==> config.mk <==
export PLATFORM = sky130hd
export DESIGN_NAME = mux_st
export DESIGN_NICKNAME = d
export VERILOG_FILES = /design/src/rtl/mux_st.sv
export SDC_FILE = /design/constraint.sdc
export NUM_CORES = 1
export LEC_CHECK = 0
export ABC_AREA = 0
export CAP_MARGIN = 5
export CORE_MARGIN = 2
export CORE_UTILIZATION = 45
export CTS_BUF_LIST = sky130_fd_sc_hd__clkbuf_4 sky130_fd_sc_hd__clkbuf_8
export CTS_CLUSTER_SIZE = 14
export DETAILED_ROUTE_END_ITERATION = 12
export PLACE_DENSITY = 0.89
export SLEW_MARGIN = 20
export SYNTH_ARGS = -nofsm -noshare
export SYNTH_HDL_FRONTEND = slang
export SYNTH_SLANG_ARGS = --single-unit
export TNS_END_PERCENT = 50
==> constraint.sdc <==
create_clock -name clk -period 3.51 [get_ports clk]
set_input_delay 0.702 -clock clk [delete_from_list [all_inputs] [get_ports clk]]
set_output_delay 0.702 -clock clk [all_outputs]
set_load 0.02 [all_outputs]
==> src/rtl/mux_st.sv <==
// Store-operand formatter: sign-extends the rs2 operand to the store size and
// registers the lane-aligned write data, byte enables and status flags.
module mux_st (
    input  logic        clk,
    input  logic        rst,
    input  logic [31:0] rs2_data_tmp,
    input  logic [2:0]  funct3,
    input  logic [1:0]  addr_lo,
    input  logic        st_en,
    output logic [31:0] rs2_data,
    output logic [31:0] wdata_q,
    output logic [3:0]  byte_en_q,
    output logic        valid_q,
    output logic        misalign_q,
    output logic        illegal_q
);

    localparam logic [2:0] F3_SB = 3'b000;
    localparam logic [2:0] F3_SH = 3'b001;
    localparam logic [2:0] F3_SW = 3'b010;

    logic [31:0] wdata_d;
    logic [3:0]  byte_en_d;
    logic        valid_d;
    logic        misalign_d;
    logic        illegal_d;
    logic        is_legal;
    logic        is_misaligned;

    always_comb begin
        rs2_data = 32'h0000_0000;
        case (funct3)
            F3_SB:   rs2_data = {{24{rs2_data_tmp[7]}}, rs2_data_tmp[7:0]};
            F3_SH:   rs2_data = {{16{rs2_data_tmp[15]}}, rs2_data_tmp[15:0]};
            F3_SW:   rs2_data = rs2_data_tmp;
            default: rs2_data = 32'h0000_0000;
        endcase
    end

    always_comb begin
        is_legal      = 1'b0;
        is_misaligned = 1'b0;
        case (funct3)
            F3_SB: is_legal = 1'b1;
            F3_SH: begin
                is_legal      = 1'b1;
                is_misaligned = addr_lo[0];
            end
            F3_SW: begin
                is_legal      = 1'b1;
                is_misaligned = (addr_lo != 2'b00);
            end
            default: is_legal = 1'b0;
        endcase
    end

    // wdata is captured on every issued store, even faulting ones; only the
    // enables and valid qualify it.
    always_comb begin
        wdata_d    = wdata_q;
        byte_en_d  = 4'b0000;
        valid_d    = 1'b0;
        misalign_d = 1'b0;
        illegal_d  = 1'b0;
        if (st_en) begin
            if (funct3 == F3_SW) begin
                wdata_d = rs2_data;
            end else begin
                wdata_d = rs2_data << {addr_lo, 3'b000};
            end
            if (!is_legal) begin
                illegal_d = 1'b1;
            end else if (is_misaligned) begin
                misalign_d = 1'b1;
            end else begin
                valid_d = 1'b1;
                case (funct3)
                    F3_SB:   byte_en_d = 4'b0001 << addr_lo;
                    F3_SH:   byte_en_d = 4'b0011 << addr_lo;
                    default: byte_en_d = 4'b1111;
                endcase
            end
        end
    end

    always_ff @(posedge clk) begin
        if (rst) begin
            wdata_q    <= 32'h0000_0000;
            byte_en_q  <= 4'b0000;
            valid_q    <= 1'b0;
            misalign_q <= 1'b0;
            illegal_q  <= 1'b0;
        end else begin
            wdata_q    <= wdata_d;
            byte_en_q  <= byte_en_d;
            valid_q    <= valid_d;
            misalign_q <= misalign_d;
            illegal_q  <= illegal_d;
        end
    end

endmodule

==> impl_summary.txt, run 1 <==
----------------------------------------------------
[Run status]
  Result of the run ... finished clean

[CTS]
  Total clock buffers created by CTS ... 5
  CTS tree ... yes
  Clock Tree Buf Depth ... 2
  H-tree levels ... 2
  Master cell of the clock root buffer ... sky130_fd_sc_hd__clkbuf_8
  Insertion delay of the later-clocked pin in the worst-skew pair ... 0.29 ns
  Worst-path clk slew ... 0.07 ns
  Clock sink count ... 39

[Synth]
  Compound-Gate Fraction of Synth Area ... 0.328
  Basic-gate share of the synthesized area counting and, or, nand and nor cells ... 0.243
  Syn Nets ... 316
  Cell count after synthesis ... 276
  Share of the yosys chip area belonging to registers ... 0.355
  Total number of yosys warnings ... 0
  Library cells used by synthesis ... 45
  Multiplexer fraction of the synthesized cell area ... 0.00512
  FF+latch count, synth ... 39
  Area share of fa/ha/maj cells after synthesis ... 0
  Most used flip-flop cell after synthesis ... sky130_fd_sc_hd__dfxtp_1
  Mean instance size in the synthesized netlist ... 7.97 µm²
  Main combinational cell family by area after synthesis ... compound AO/OA/AOI/OAI gates
  Count of flip-flops with a built-in enable after synthesis ... 0
  Top cells by area, synth ... sky130_fd_sc_hd__dfxtp_1 (35%), sky130_fd_sc_hd__nand2_1 (7.7%), sky130_fd_sc_hd__nor2_1 (5.6%)
  Mapped cell area ... 2200 µm²
  Cell accounting for the most synthesized area ... sky130_fd_sc_hd__dfxtp_1
  Async set-or-reset flop fraction in the synthesized netlist ... 0
  Share of the synthesized netlist area taken by xor and xnor gates ... 0.0154
  Area fraction of the dominant cell type after synthesis ... 0.355

[Floorplan]
  Total I/O pin count ... 111
  Std-Cell Rows ... 25
  Placeable core area ... 4720 µm²
  Die Span Y ... 73.9 µm
  Area enclosed by the die boundary ... 5460 µm²
  Starting utilization of the core area ... 0.466
  Overall die width ... 73.9 µm

[Global routing]
  Global-route total usage across every layer ... 0.294
  Number of antenna violations at the first check in global routing ... 0
  Global-route wire length before repair ... 12.3 mm
  Vias in the first global route ... 2459
  Leftover overflow at the end of global routing ... 0
  Pin count of the biggest net entering global routing ... 39

[Placement]
  Number of cells in the design after placement ... 443
  Setup slack after placement ... 0.161 ns
  Global placement routability congestion ... 0.941
  Dpl hpwl ... 5.83 mm
  Port-buffer cells ... 110

[Worst setup path]
  Class of the most critical setup path ... in2out
  Worst reg2reg path endpoint ... wdata_q[31]
  Reg-to-reg critical path startpoint ... wdata_q[31]
  Minimum setup slack among reg-to-reg paths ... 2.67 ns
  Endpoint class of the critical path ... output port
  Worst EP arrival ... 2.67 ns
  Category of the worst setup path launch point ... primary input
  Worst-case reg-to-reg path depth ... 2
  Worst-path maximum fanout ... 13
  Required time worst endpoint ... 2.81 ns

[Cells and area]
  Number of filler cells placed in the layout ... 357
  Final std cells w/o fill ... 451
  Syn-to-layout area delta ... 58.1%
  Fraction of final layout cells with drive strength greater than 1 ... 0.0781
  Diode insertion count for antenna repair ... 0
  Final Core Density ... 0.736
  Net count reported at finish ... 423

[Detailed routing]
  Violation count after the first detailed-route iteration ... 234
  Wire length on met2 ... 3.76 mm
  Via Count ... 2594
  Post-detailed-route via-to-cell ratio ... 5.75
  DR WL met3 ... 601 µm
  M1 WL ... 3.31 mm
  Post-Route WL ... 7.83 mm
  Top routing layer in use ... met4
  Routed wire per std cell ... 17.4 µm
  Drt first pass iters ... 5
  Post-route DRC violation count ... 0
  Remaining antenna violation count after routing ... 0

[STA]
  Worst slew pin tran ... 0.935 ns
  Number of pins exceeding their max-slew limit in the final report ... 0
  Number of failing hold endpoints at the final stage ... 0
  Clock Skew ... 0 ns
  Unrepaired setup endpoints after global routing ... no
  Total Negative Setup Slacks ... 0 ns
  Min cycle time layout ... 3.38 ns
  Relative slew slack ... 0.377
  Final Setup Violations ... 0
  Minimum setup slack in the final design ... 0.134 ns
  F_max ... 296 MHz
  Final worst-path cycle share ... 0.962

[Power and ir drop]
  Switching power as a share of total power ... 0.315
  Psw ... 377 µW
  Clk network pwr share ... 0.285
  Static leakage ... 0.00129 µW
  Proportion of power drawn by combinational gates ... 0.316
  Internal power ... 818 µW
  IR Drop Worst-Case VDD ... 0.000256 V
  Total power divided by cell area ... 344 nW/µm²
  Register share of total power ... 0.399
  Total power after layout ... 1200 µW

[Flow run]
  Number of max-cap violations ... 0

[Hold path]
  Instance count along the most critical hold path ... 2
  Hold Path End ... wdata_q[7]
  Worst hold path class ... reg2reg
  Start point of the worst min-delay path ... wdata_q[7]

----------------------------------------------------
## synth_stat cells, drive strengths merged, types with 5 or more instances
library cell,n
a221oi,7
a22oi,7
a21oi,11
buf,10
a211oi,7
and2,8
nor3,5
o21ai,11
nor2,33
o21bai,7
a311oi,9
a31oi,8
nand2,45
dfxtp,39
a21o,7
clkbuf,13
a222oi,7
a211o,7
nand2b,10
## power groups by stage
stage / Combinational, µW / Sequential (µW) / Clock, µW
after global placement: 365 / 485 / 0
after detailed placement: 371 / 486 / 0
after floorplan: 165 / 512 / 0
after global routing: 401 / 478 / 365
final: 378 / 476 / 341
after CTS: 374 / 476 / 343
## sequential cells by signal, summed over array words and instances (netlist names)
signal	count
byte_en_q	4
valid_q	1
illegal_q	1
misalign_q	1
wdata_q	32
## what timing repair did
item | 4_1_cts | 5_1_grt
endpoints found under the hold margin | 0 | 0
setup buffers | 0 | 0
hold buffers | 0 | 0
setup endpoints to repair | 0 | 1
resized for setup | 0 | 1
## through the flow
step | instance area (µm²) | hold WS (ns)
detailed placement | 3370 | 0.463
floorplan | 2200 | 0.541
global route | 3480 | 0.514
finish | 3480 | 0.480
global placement | 3370 | 0.453
CTS | 3470 | 0.482
## cell families (layout without fill, tap and decap cells)
kind of cell / count (synthesis) / in the layout
simple gates: 112 / 112
compound gates: 96 / 96
flops: 39 / 39
buf+inv: 25 / 133
xor+xnor: 3 / 3
mux: 1 / 1
## placed cells by master, fill, tap and decap left out, drive strengths merged, types with 2 or more instances in the layout
| cell | Yosys | layout |
|---|---|---|
| nand2 | 45 | 45 |
| a21oi | 11 | 11 |
| nor3 | 5 | 5 |
| nor4b | 2 | 2 |
| clkdlybuf4s50 | 0 | 109 |
| a222oi | 7 | 7 |
| o21bai | 7 | 7 |
| nor2 | 33 | 33 |
| dfxtp | 39 | 39 |
| o211ai | 2 | 2 |
| a311oi | 9 | 9 |
| nor3b | 2 | 2 |
| a211o | 7 | 7 |
| a31oi | 8 | 8 |
| buf | 10 | 13 |
| o21ai | 11 | 11 |
| clkbuf | 13 | 7 |
| a211oi | 7 | 7 |
| nand2b | 10 | 10 |
| a22oi | 7 | 7 |
| and2 | 8 | 8 |
| a221oi | 7 | 7 |
| a21o | 7 | 7 |
| xor2 | 2 | 2 |
## area by class of cell
type | instances | area (µm²) | share of cell area
Multi-Input combinational cell | 212 | 1300 | 0.374
Timing Repair Buffer | 123 | 1200 | 0.345
Sequential cell | 39 | 781 | 0.225
Clock buffer | 7 | 96.3 | 0.0277
Tap cell | 67 | 83.8 | 0.0241
Clock inverter | 1 | 7.51 | 0.00216
Inverter | 2 | 7.51 | 0.00216
## critical path: stages
cell and delay [ns]:
sky130_fd_sc_hd__clkdlybuf4s50_1 0.58, sky130_fd_sc_hd__mux2_2 0.39, sky130_fd_sc_hd__nand2_1 0.32, sky130_fd_sc_hd__nand2_1 0.12, sky130_fd_sc_hd__clkdlybuf4s50_1 0.56
## layer usage
layer  vias up  global-route usage
met1      1219               0.367
li1       1239                   -
met4         0              0.0970
met2       121               0.494
met5         -                   0
met3        15              0.0768
## worst max path at each step
| stage | start | to | slack [ns] |
|---|---|---|---|
| after floorplan | funct3[2] | rs2_data[10] | 1.12 |
| after global placement | funct3[1] | rs2_data[11] | 0.23 |
| after detailed placement | funct3[1] | rs2_data[22] | 0.16 |
| after CTS | funct3[1] | rs2_data[22] | 0.15 |
| after global routing | funct3[2] | rs2_data[15] | 0.01 |
| final | funct3[0] | rs2_data[23] | 0.13 |
No activity file was read; power rests on OpenSTA's default activity.
==> run 2, diff against run 1 <==
ABC_AREA = 1   (was 0)
CORE_UTILIZATION = 43   (was 45)
PLACE_DENSITY = 0.83   (was 0.89)
clock period = 3.5 ns   (was 3.51 ns; I/O delays follow)
==> run 2 against run 1 <==
Sequential share of layout area shrank 1.0 points. Die area grew 13%. Highest routed layer unchanged. First-iteration DRC count is 12% lower. Hold slack lost 0.014 ns. Combinational power is 4% higher.
==> impl_summary.txt, run 2 <==
----------------------------------------------------
[Run status]
  Result of the run ... finished clean (unchanged)

[Placement]
  Port-buffer cells ... 110 (unchanged)
  Number of cells in the design after placement ... 525 (was 443)
  Cell area after placement ... 3550 µm² (was 3370 µm²)
  Dpl hpwl ... 6.31 mm (was 5.83 mm)
  Global placement routability congestion ... 0.947 (was 0.941)

[Detailed routing]
  Drt first pass iters ... 5 (unchanged)
  Post-route DRC violation count ... 0 (unchanged)
  Remaining antenna violation count after routing ... 0 (unchanged)
  Post-Route WL ... 8.28 mm (was 7.83 mm)
  Routed wire per std cell ... 15.6 µm (was 17.4 µm)
  Post-detailed-route via-to-cell ratio ... 5.50 (was 5.75)
  Violation count after the first detailed-route iteration ... 206 (was 234)
  Via Count ... 2925 (was 2594)

[Global routing]
  Global-route wire length before repair ... 13.4 mm (was 12.3 mm)
  Pin count of the biggest net entering global routing ... 36 (was 39)
  Global-route total usage across every layer ... 0.271 (was 0.294)
  Leftover overflow at the end of global routing ... 0 (unchanged)
  Number of antenna violations at the first check in global routing ... 0 (unchanged)
  Vias in the first global route ... 2749 (was 2459)

[Cells and area]
  Summed area of non-filler cells in the final layout ... 3640 µm² (was 3480 µm²)
  Final std cells w/o fill ... 532 (was 451)
  Final Core Density ... 0.670 (was 0.736)
  Max reg flops ... 32 (unchanged)
  Net count reported at finish ... 500 (was 423)
  Biggest registers after layout ... wdata_q: 32 flops, byte_en_q: 4 flops (unchanged)
  Area used by multi-input combinational logic ... 1350 µm² (was 1300 µm²)
  Diode insertion count for antenna repair ... 0 (unchanged)
  Leading cell types in the layout, fill and taps excluded ... sky130_fd_sc_hd__clkdlybuf4s50_1 (110), sky130_fd_sc_hd__nand2_1 (101), sky130_fd_sc_hd__dfxtp_1 (39) (was sky130_fd_sc_hd__clkdlybuf4s50_1 (109), sky130_fd_sc_hd__nand2_1 (45), sky130_fd_sc_hd__dfxtp_1 (39))
  Number of filler cells placed in the layout ... 491 (was 357)
  Flip-flop and latch area ... 781 µm² (unchanged)
  Syn-to-layout area delta ... 52.1% (was 58.1%)
  Fraction of final layout cells with drive strength greater than 1 ... 0.107 (was 0.0781)
  Commonest non-fill, non-tap cell in the layout ... sky130_fd_sc_hd__clkdlybuf4s50_1 (unchanged)
  Largest register by flop count ... wdata_q (unchanged)

[Worst setup path]
  Minimum setup slack among reg-to-reg paths ... 2.81 ns (was 2.67 ns)
  Slowest stage cell, crit path ... sky130_fd_sc_hd__clkdlybuf4s50_1 (unchanged)
  Worst Path Buf+Inv ... 4 (was 2)
  Required time worst endpoint ... 2.80 ns (was 2.81 ns)
  Worst EP arrival ... 2.64 ns (was 2.67 ns)
  Reg-to-reg critical path startpoint ... wdata_q[12] (was wdata_q[31])
  Crit-path max cell delay ... 0.61 ns (was 0.58 ns)
  Worst reg2reg path endpoint ... wdata_q[12] (was wdata_q[31])
  Sequence of cells on the critical path ... clkdlybuf4s50_1 > nor2_8 > inv_1 > nand2_4 > nand2_1 > inv_1 > clkdlybuf4s50_1 (was clkdlybuf4s50_1 > mux2_2 > nand2_1 > nand2_1 > clkdlybuf4s50_1)
  Worst-case reg-to-reg path depth ... 2 (unchanged)
  Class of the most critical setup path ... in2out (unchanged)
  Category of the worst setup path launch point ... primary input (unchanged)
  Worst-path maximum fanout ... 19 (was 13)
  Dominant delay contributor by cell family on the critical path ... buffers and inverters (unchanged)
  Endpoint class of the critical path ... output port (unchanged)

[CTS]
  Number of hold buffers added after CTS ... 0 (unchanged)
  H-tree levels ... 2 (unchanged)
  Worst-path clk slew ... 0.08 ns (was 0.07 ns)
  Total clock buffers created by CTS ... 5 (unchanged)
  Insertion delay of the later-clocked pin in the worst-skew pair ... 0.29 ns (about the same)
  CTS tree ... yes (unchanged)
  Clock Tree Buf Depth ... 2 (unchanged)
  Master cell of the clock root buffer ... sky130_fd_sc_hd__clkbuf_8 (unchanged)
  Clock sink count ... 39 (unchanged)

[Floorplan]
  Placeable core area ... 5440 µm² (was 4720 µm²)
  Starting utilization of the core area ... 0.440 (was 0.466)
  Die Span Y ... 78.6 µm (was 73.9 µm)
  Total I/O pin count ... 111 (unchanged)
  Overall die width ... 78.6 µm (was 73.9 µm)
  Area enclosed by the die boundary ... 6180 µm² (was 5460 µm²)
  Std-Cell Rows ... 27 (was 25)

[Hold path]
  Start point of the worst min-delay path ... wdata_q[25] (was wdata_q[7])
  Instance count along the most critical hold path ... 2 (unchanged)
  Worst hold path class ... reg2reg (unchanged)
  Hold Path End ... wdata_q[25] (was wdata_q[7])

[Power and ir drop]
  Total power divided by cell area ... 325 nW/µm² (was 344 nW/µm²)
  IR Drop Worst-Case VDD ... 0.000220 V (was 0.000256 V)
  Static leakage ... 0.00158 µW (was 0.00129 µW)

[Synth]
  Compound-Gate Fraction of Synth Area ... 0.241 (was 0.328)
  Top cells by area, synth ... sky130_fd_sc_hd__dfxtp_1 (33%), sky130_fd_sc_hd__nand2_1 (16%), sky130_fd_sc_hd__nand3_1 (5.9%) (was sky130_fd_sc_hd__dfxtp_1 (35%), sky130_fd_sc_hd__nand2_1 (7.7%), sky130_fd_sc_hd__nor2_1 (5.6%))
  Top-count cell post-synth ... sky130_fd_sc_hd__nand2_1 (unchanged)
  Mapped cell area ... 2390 µm² (was 2200 µm²)
  FF+latch count, synth ... 39 (unchanged)
  Most frequent cells after synthesis ... sky130_fd_sc_hd__nand2_1 (101), sky130_fd_sc_hd__dfxtp_1 (39), sky130_fd_sc_hd__nand3_1 (28) (was sky130_fd_sc_hd__nand2_1 (45), sky130_fd_sc_hd__dfxtp_1 (39), sky130_fd_sc_hd__nor2_1 (33))
  Library cells used by synthesis ... 29 (was 45)
  Share of the synthesized netlist area taken by xor and xnor gates ... 0 (was 0.0154)
  Cell accounting for the most synthesized area ... sky130_fd_sc_hd__dfxtp_1 (unchanged)
  Basic-gate share of the synthesized area counting and, or, nand and nor cells ... 0.321 (was 0.243)
  Most used flip-flop cell after synthesis ... sky130_fd_sc_hd__dfxtp_1 (unchanged)
  Total number of yosys warnings ... 0 (unchanged)
  Share of the yosys chip area belonging to registers ... 0.326 (was 0.355)
  Async set-or-reset flop fraction in the synthesized netlist ... 0 (unchanged)
  Main combinational cell family by area after synthesis ... simple AND/OR/NAND/NOR gates (was compound AO/OA/AOI/OAI gates)
  Area fraction of the dominant cell type after synthesis ... 0.326 (was 0.355)
  Count of flip-flops with a built-in enable after synthesis ... 0 (unchanged)
  Multiplexer fraction of the synthesized cell area ... 0 (was 0.00512)
  Area share of fa/ha/maj cells after synthesis ... 0 (unchanged)
  Mean instance size in the synthesized netlist ... 6.84 µm² (was 7.97 µm²)
  Cell count after synthesis ... 350 (was 276)
  Syn Nets ... 390 (was 316)

[STA]
  Relative slew slack ... 0.519 (was 0.377)
  Number of pins exceeding their max-slew limit in the final report ... 0 (unchanged)
  Final worst-path cycle share ... 0.955
  Total Negative Setup Slacks ... 0 ns (unchanged)
  Number of failing hold endpoints at the final stage ... 0 (unchanged)
  Clock Skew ... 0 ns (unchanged)
  Final Setup Violations ... 0 (unchanged)
  Min cycle time layout ... 3.34 ns
  F_max ... 299 MHz
  Unrepaired setup endpoints after global routing ... no (unchanged)
  Worst slew pin tran ... 0.722 ns (was 0.935 ns)

[Flow run]
  Number of max-cap violations ... 0 (unchanged)

----------------------------------------------------
run 2: cell count changes after synthesis, sizes merged, moves of 16 or more:
cell / change
nand3: +35
inv: +26
nor2: -16
nand2: +59
a21oi: +17
o21ai: +22
run 2: tightest hold or removal path, cell delays in order, from the launching register on:
cell and delay, ns:
sky130_fd_sc_hd__dfxtp_1 0.31, sky130_fd_sc_hd__nand2_1 0.06, sky130_fd_sc_hd__a21oi_1 0.05
run 2: final cells by class:
| type | instances | share of cell area |
|---|---|---|
| Sequential cell | 39 | 0.214 |
| Multi-Input combinational cell | 259 | 0.369 |
| Tap cell | 72 | 0.0247 |
| Clock inverter | 1 | 0.00137 |
| Clock buffer | 6 | 0.0227 |
| Timing Repair Buffer | 126 | 0.335 |
| Inverter | 29 | 0.0326 |
run 2: per-stage QoR:
step                      worst slack, ns  power, µW  hold slack (ns)
after global placement              0.152        873            0.452
after global routing               0.0649       1240            0.496
after detailed placement           0.0786        876            0.454
after CTS                          0.0620       1190            0.466
after floorplan                      1.18        697            0.545
final                               0.159       1190            0.466
run 2: worst max path at each step:
stage | from | to | cells after the start
3_5_place_dp | funct3[0] | rs2_data[22] | 7
6_report | funct3[2] | rs2_data[5] | 7
2_1_floorplan | funct3[0] | rs2_data[20] | 5
4_1_cts | funct3[0] | rs2_data[22] | 7
3_3_place_gp | funct3[0] | rs2_data[20] | 7
5_1_grt | funct3[2] | rs2_data[7] | 7
run 2: what timing repair did:
item,CTS,global route
gates resized for setup,0,2
endpoints found under the hold margin,0,0
setup buffers,0,0
endpoints found under the setup margin,0,4
run 2: power breakdown:
group | internal (µW) | total (µW) | switching [µW] | leakage (µW)
clock network | 155 | 314 | 159 | 0.0000470
logic | 172 | 395 | 222 | 0.00122
registers | 466 | 477 | 11.2 | 0.000319
total | 793 | 1190 | 393 | 0.00158
run 2: cells by family after synthesis:
kind of cell | after synthesis
simple gates | 165
compound gates | 94
buf+inv | 52
flops | 39
run 2: metal layers:
metal / vias up / part of all wire / GRT usage
met5: - / 0 / 0
met4: 0 / 0.025 / 0.0877
met3: 19 / 0.081 / 0.0529
met2: 133 / 0.48 / 0.460
met1: 1356 / 0.42 / 0.344
li1: 1417 / - / -
==> edit 1 (flow settings as in run 2) <==
Register the output `wdata_q` once more, without a reset; this adds one clock of latency there. The other outputs are not delayed to match.
--- a/src/rtl/mux_st.sv
+++ b/src/rtl/mux_st.sv
@@ -19,4 +19,6 @@
     localparam logic [2:0] F3_SH = 3'b001;
     localparam logic [2:0] F3_SW = 3'b010;
+
+    logic [31:0] wdata_q_s0;
 
     logic [31:0] wdata_d;
@@ -58,5 +60,5 @@
     // enables and valid qualify it.
     always_comb begin
-        wdata_d    = wdata_q;
+        wdata_d    = wdata_q_s0;
         byte_en_d  = 4'b0000;
         valid_d    = 1'b0;
@@ -86,5 +88,5 @@
     always_ff @(posedge clk) begin
         if (rst) begin
-            wdata_q    <= 32'h0000_0000;
+            wdata_q_s0 <= 32'h0000_0000;
             byte_en_q  <= 4'b0000;
             valid_q    <= 1'b0;
@@ -92,5 +94,5 @@
             illegal_q  <= 1'b0;
         end else begin
-            wdata_q    <= wdata_d;
+            wdata_q_s0 <= wdata_d;
             byte_en_q  <= byte_en_d;
             valid_q    <= valid_d;
@@ -100,4 +102,8 @@
     end
 
+    always_ff @(posedge clk) begin
+        wdata_q <= wdata_q_s0;
+    end
+
 endmodule
 
Check against the original RTL: not equivalent (a bounded check fails within 4 cycles, from zero or initial values and one cycle with rst high).
==> edit 1 against run 2 <==
  * Power increased by 68%
  * Synthesized cell count grew 9.1%
  * Final area up 22%
  * Wire length up 19%
  * Sequential share of layout area is 11 points higher
  * Sequential cell count increased by 32
  * Setup slack worse by 0.055 ns
  * Synthesized area increased by 27%
==> edit 1: results (changes against run 2) <==
stage,metric,value,unit,change
final_layout,drive_above_1_share,0.119,,was 0.107
place,place_inst,577,,was 525
clocking,worstSkewPairLatency,0.34,ns,was 0.29 ns
pwr,leakagePower,1.94,nW,was 1.58 nW
sta,worst_pin_slew,0.664,ns,was 0.722 ns
sta,skew,0.00736,ns,was 0 ns
drt,wirelength,9810,um,was 8280 um
pwr,peakVddDrop,0.381,mV,was 0.220 mV
logic_synthesis,synth_common_cells,"nand2_1 (100), dfxtp_1 (71), nand3_1 (26)",,"was nand2_1 (101), dfxtp_1 (39), nand3_1 (28)"
final_layout,multi_input_cells,258,,was 259
worst_setup_path,critPathCapture,rs2_data[25],,was rs2_data[5]
final_layout,n_all_buffers,123,,was 126
final_layout,nets,532,,was 500
worst_setup_path,r2r_slack,2.82,ns,was 2.81 ns
global_routing,grt_use_met3,0.0597,,was 0.0529
global_routing,grt_pass1_vias,2930,,"was 2,749"
logic_synthesis,synth.distinct_cells,30,,was 29
logic_synthesis,postSynthAreaPerCell,7.99,sq um,was 6.84 sq um
logic_synthesis,yosys-top-cells-area,"dfxtp_1 (47%), nand2_1 (12%), nand3_1 (4.3%)",,"was dfxtp_1 (33%), nand2_1 (16%), nand3_1 (5.9%)"
worst_setup_path,cp_max_fo,20,,was 19
worst_setup_path,r2r_end,wdata_q_s0[1],,was wdata_q[12]
worst_setup_path,reg2reg_from,wdata_q_s0[1],,was wdata_q[12]
drt,vias,3144,,"was 2,925"
final_layout,design.seq.count,71,,was 39
logic_synthesis,syn_nets,422,,was 390
final_layout,nClkBuffers,10,,was 6
final_layout,bufAreaShareNonClock,0.273,,was 0.335
global_routing,grt_use_met1,0.334,,was 0.344
global_routing,met2_usage,0.406,,was 0.460
final_layout,multi_input_area_share,0.306,,was 0.369
clocking,cts_max_level,3,,was 2
global_routing,grt_max_degree,31,,was 36
place,dp_slack,0.0323,ns,was 0.0786 ns
place,dp_hpwl,7160,um,was 6310 um
clocking,cts_buffers,9,,was 5
final_layout,seq_share,0.319,,was 0.214
outcome,outcome,"finished, final reports clean",,unchanged
[edit 1: cell count changes after synthesis, moves of 2 or more]
cell	delta
dfxtp_1	+32
inv_2	+2
nand3_1	-2
nand3_2	+2
[edit 1: cell families after synthesis]
kind of cell,synth area share
and+or+nand+nor,0.257
DFF,0.466
buffers and inverters,0.0889
AOI/OAI and AO/OA,0.189
[edit 1: how the worst min path moves through the flow]
stage,slack [ns],endpoint,cells past startpoint,from
2_1_floorplan,0.33,wdata_q[10],0,wdata_q_s0[10]
3_3_place_gp,0.33,wdata_q[11],0,wdata_q_s0[11]
3_5_place_dp,0.33,wdata_q[10],0,wdata_q_s0[10]
4_1_cts,0.35,wdata_q[13],0,wdata_q_s0[13]
5_1_grt,0.35,wdata_q[24],0,wdata_q_s0[24]
6_report,0.35,wdata_q[13],0,wdata_q_s0[13]
[edit 1: power breakdown]
part / switching [mW] / internal, mW
clock: 0.312 / 0.418
sequential: 0.0150 / 0.849
combinational: 0.231 / 0.172
==> edit 2 (settings of run 2) <==
Made on the original files. Take the reset off `byte_en_q` and load it in a clocked block of its own.
--- a/src/rtl/mux_st.sv
+++ b/src/rtl/mux_st.sv
@@ -87,5 +87,4 @@
         if (rst) begin
             wdata_q    <= 32'h0000_0000;
-            byte_en_q  <= 4'b0000;
             valid_q    <= 1'b0;
             misalign_q <= 1'b0;
@@ -93,5 +92,4 @@
         end else begin
             wdata_q    <= wdata_d;
-            byte_en_q  <= byte_en_d;
             valid_q    <= valid_d;
             misalign_q <= misalign_d;
@@ -100,4 +98,8 @@
     end
 
+    always_ff @(posedge clk) begin
+        byte_en_q <= byte_en_d;
+    end
+
 endmodule
 
Formal check against the unedited RTL: not equivalent (a bounded check fails within 4 cycles, from zero or initial values and one cycle with rst high).
==> edit 2 against run 2 <==
  * Clock skew unchanged
  * Fmax decreased by 0.34%
  * Wire length decreased by 0.57%
  * Power decreased by 0.15%
  * Synthesized area decreased by 0.78%
  * Non-clock buffer count decreased by 3
  * Die area decreased by 0.74%
  * Sequential cell count unchanged
  * Final area decreased by 1.0%
  * Sequential share of layout area increased by 0.22 points
  * Setup slack got worse by 0.012 ns
  * First-iteration DRC count decreased by 11%
  * Combinational power about the same
  * Critical endpoint is now rs2_data[4]
==> edit 2: results (changes against run 2) <==
stage,metric,value,unit,change
worst_setup_path,critPathMaxStageDelay,0.63,ns,was 0.61 ns
global_routing,grt_max_degree,28,,was 36
place,place_congestion,0.841,,was 0.947
place,dp_hpwl,6120,um,was 6310 um
pwr,peakVddDrop,0.191,mV,was 0.220 mV
worst_setup_path,cp_max_fo,19,,unchanged
place,place_inst,520,,was 525
global_routing,grt_pass1_vias,2682,,"was 2,749"
final_layout,largest_reg_flops,32,,unchanged
drt,vias,2914,,"was 2,925"
logic_synthesis,yosys-top-cells-area,"dfxtp_1 (33%), nand2_1 (16%), nand3_1 (6.7%)",,"was dfxtp_1 (33%), nand2_1 (16%), nand3_1 (5.9%)"
logic_synthesis,synth_common_cells,"nand2_1 (103), dfxtp_1 (39), nand3_1 (32)",,"was nand2_1 (101), dfxtp_1 (39), nand3_1 (28)"
logic_synthesis,seq_area_frac_synth,0.329,,was 0.326
pwr,leakagePower,1.55,nW,was 1.58 nW
sta,worst_pin_slew,0.535,ns,was 0.722 ns
drt,wl_per_cell,15.6,um,about the same
place,dp_slack,0.188,ns,was 0.0786 ns
final_layout,nets,495,,was 500
drt,via_per_inst,5.52,,was 5.50
clocking,worstSkewPairLatency,0.29,ns,about the same
sta,holdWs,0.464,ns,was 0.466 ns
drt,first_pass_iters,7,,was 5
final_layout,drive_above_1_share,0.110,,was 0.107
sta,max_freq,298,MHz,was 299 MHz
logic_synthesis,synth.distinct_cells,27,,was 29
worst_setup_path,cp.arrival,2.65,ns,was 2.64 ns
drt,drt_iter0_markers,184,,was 206
worst_setup_path,r2r_end,wdata_q[10],,was wdata_q[12]
min_path,worstHoldStart,wdata_q[28],,was wdata_q[25]
worst_setup_path,r2r_slack,2.83,ns,was 2.81 ns
min_path,min_to,wdata_q[28],,was wdata_q[25]
worst_setup_path,reg2reg_from,wdata_q[10],,was wdata_q[12]
global_routing,grtUsageTotal,0.266,,was 0.271
place,dpl_cell_area,0.00352,sq mm,was 0.00355 sq mm
outcome,outcome,"finished, final reports clean",,unchanged
[edit 2: changes by cell type after synthesis, moves of 3 or more]
| cell | change |
|---|---|
| o21ai_1 | -4 |
| nor2_1 | -3 |
| o211ai_1 | -3 |
| inv_2 | +4 |
| o21ai_2 | +3 |
| nand3_1 | +4 |
| o211ai_2 | +3 |
| inv_1 | -4 |
| buf_2 | +3 |
[edit 2: worst max-delay path by stage]
stage	from	end	cells past startpoint
CTS	funct3[2]	rs2_data[4]	7
global placement	funct3[1]	rs2_data[23]	7
floorplan	funct3[1]	rs2_data[24]	7
global route	funct3[2]	rs2_data[4]	7
detailed placement	funct3[2]	rs2_data[4]	7
finish	funct3[2]	rs2_data[4]	7
[edit 2: kinds of logic (layout without fill, tap and decap cells)]
group	count (synthesis)	count (layout)	share of synthesized area
and+or+nand+nor	165	165	0.311
AOI/OAI and AO/OA	94	94	0.251
buffers and inverters	52	158	0.110
DFF	39	39	0.329
[edit 2: final cells by class]
class	instances	area, sq um
clock buffers	7	83.8
clock inverters	1	5.00
fillers	488	1800
inverters	27	101
multi-input cells	259	1330
flip-flops and latches	39	781
well taps	72	90.1
repair buffers	123	1210
[edit 2: power breakdown]
part / switching [mW] / internal (mW)
sequential: 0.0107 / 0.467
combinational: 0.224 / 0.172
clock: 0.155 / 0.155
[edit 2: layer usage]
| layer | routed length, um | part of all wire | GRT usage | up-vias |
|---|---|---|---|---|
| met4 | 191 | 0.023 | 0.0754 | 0 |
| met1 | 3370 | 0.41 | 0.333 | 1319 |
| li1 | - | - | - | 1405 |
| met5 | 0 | 0 | 0 | - |
| met2 | 3920 | 0.48 | 0.451 | 170 |
| met3 | 748 | 0.091 | 0.0690 | 20 |
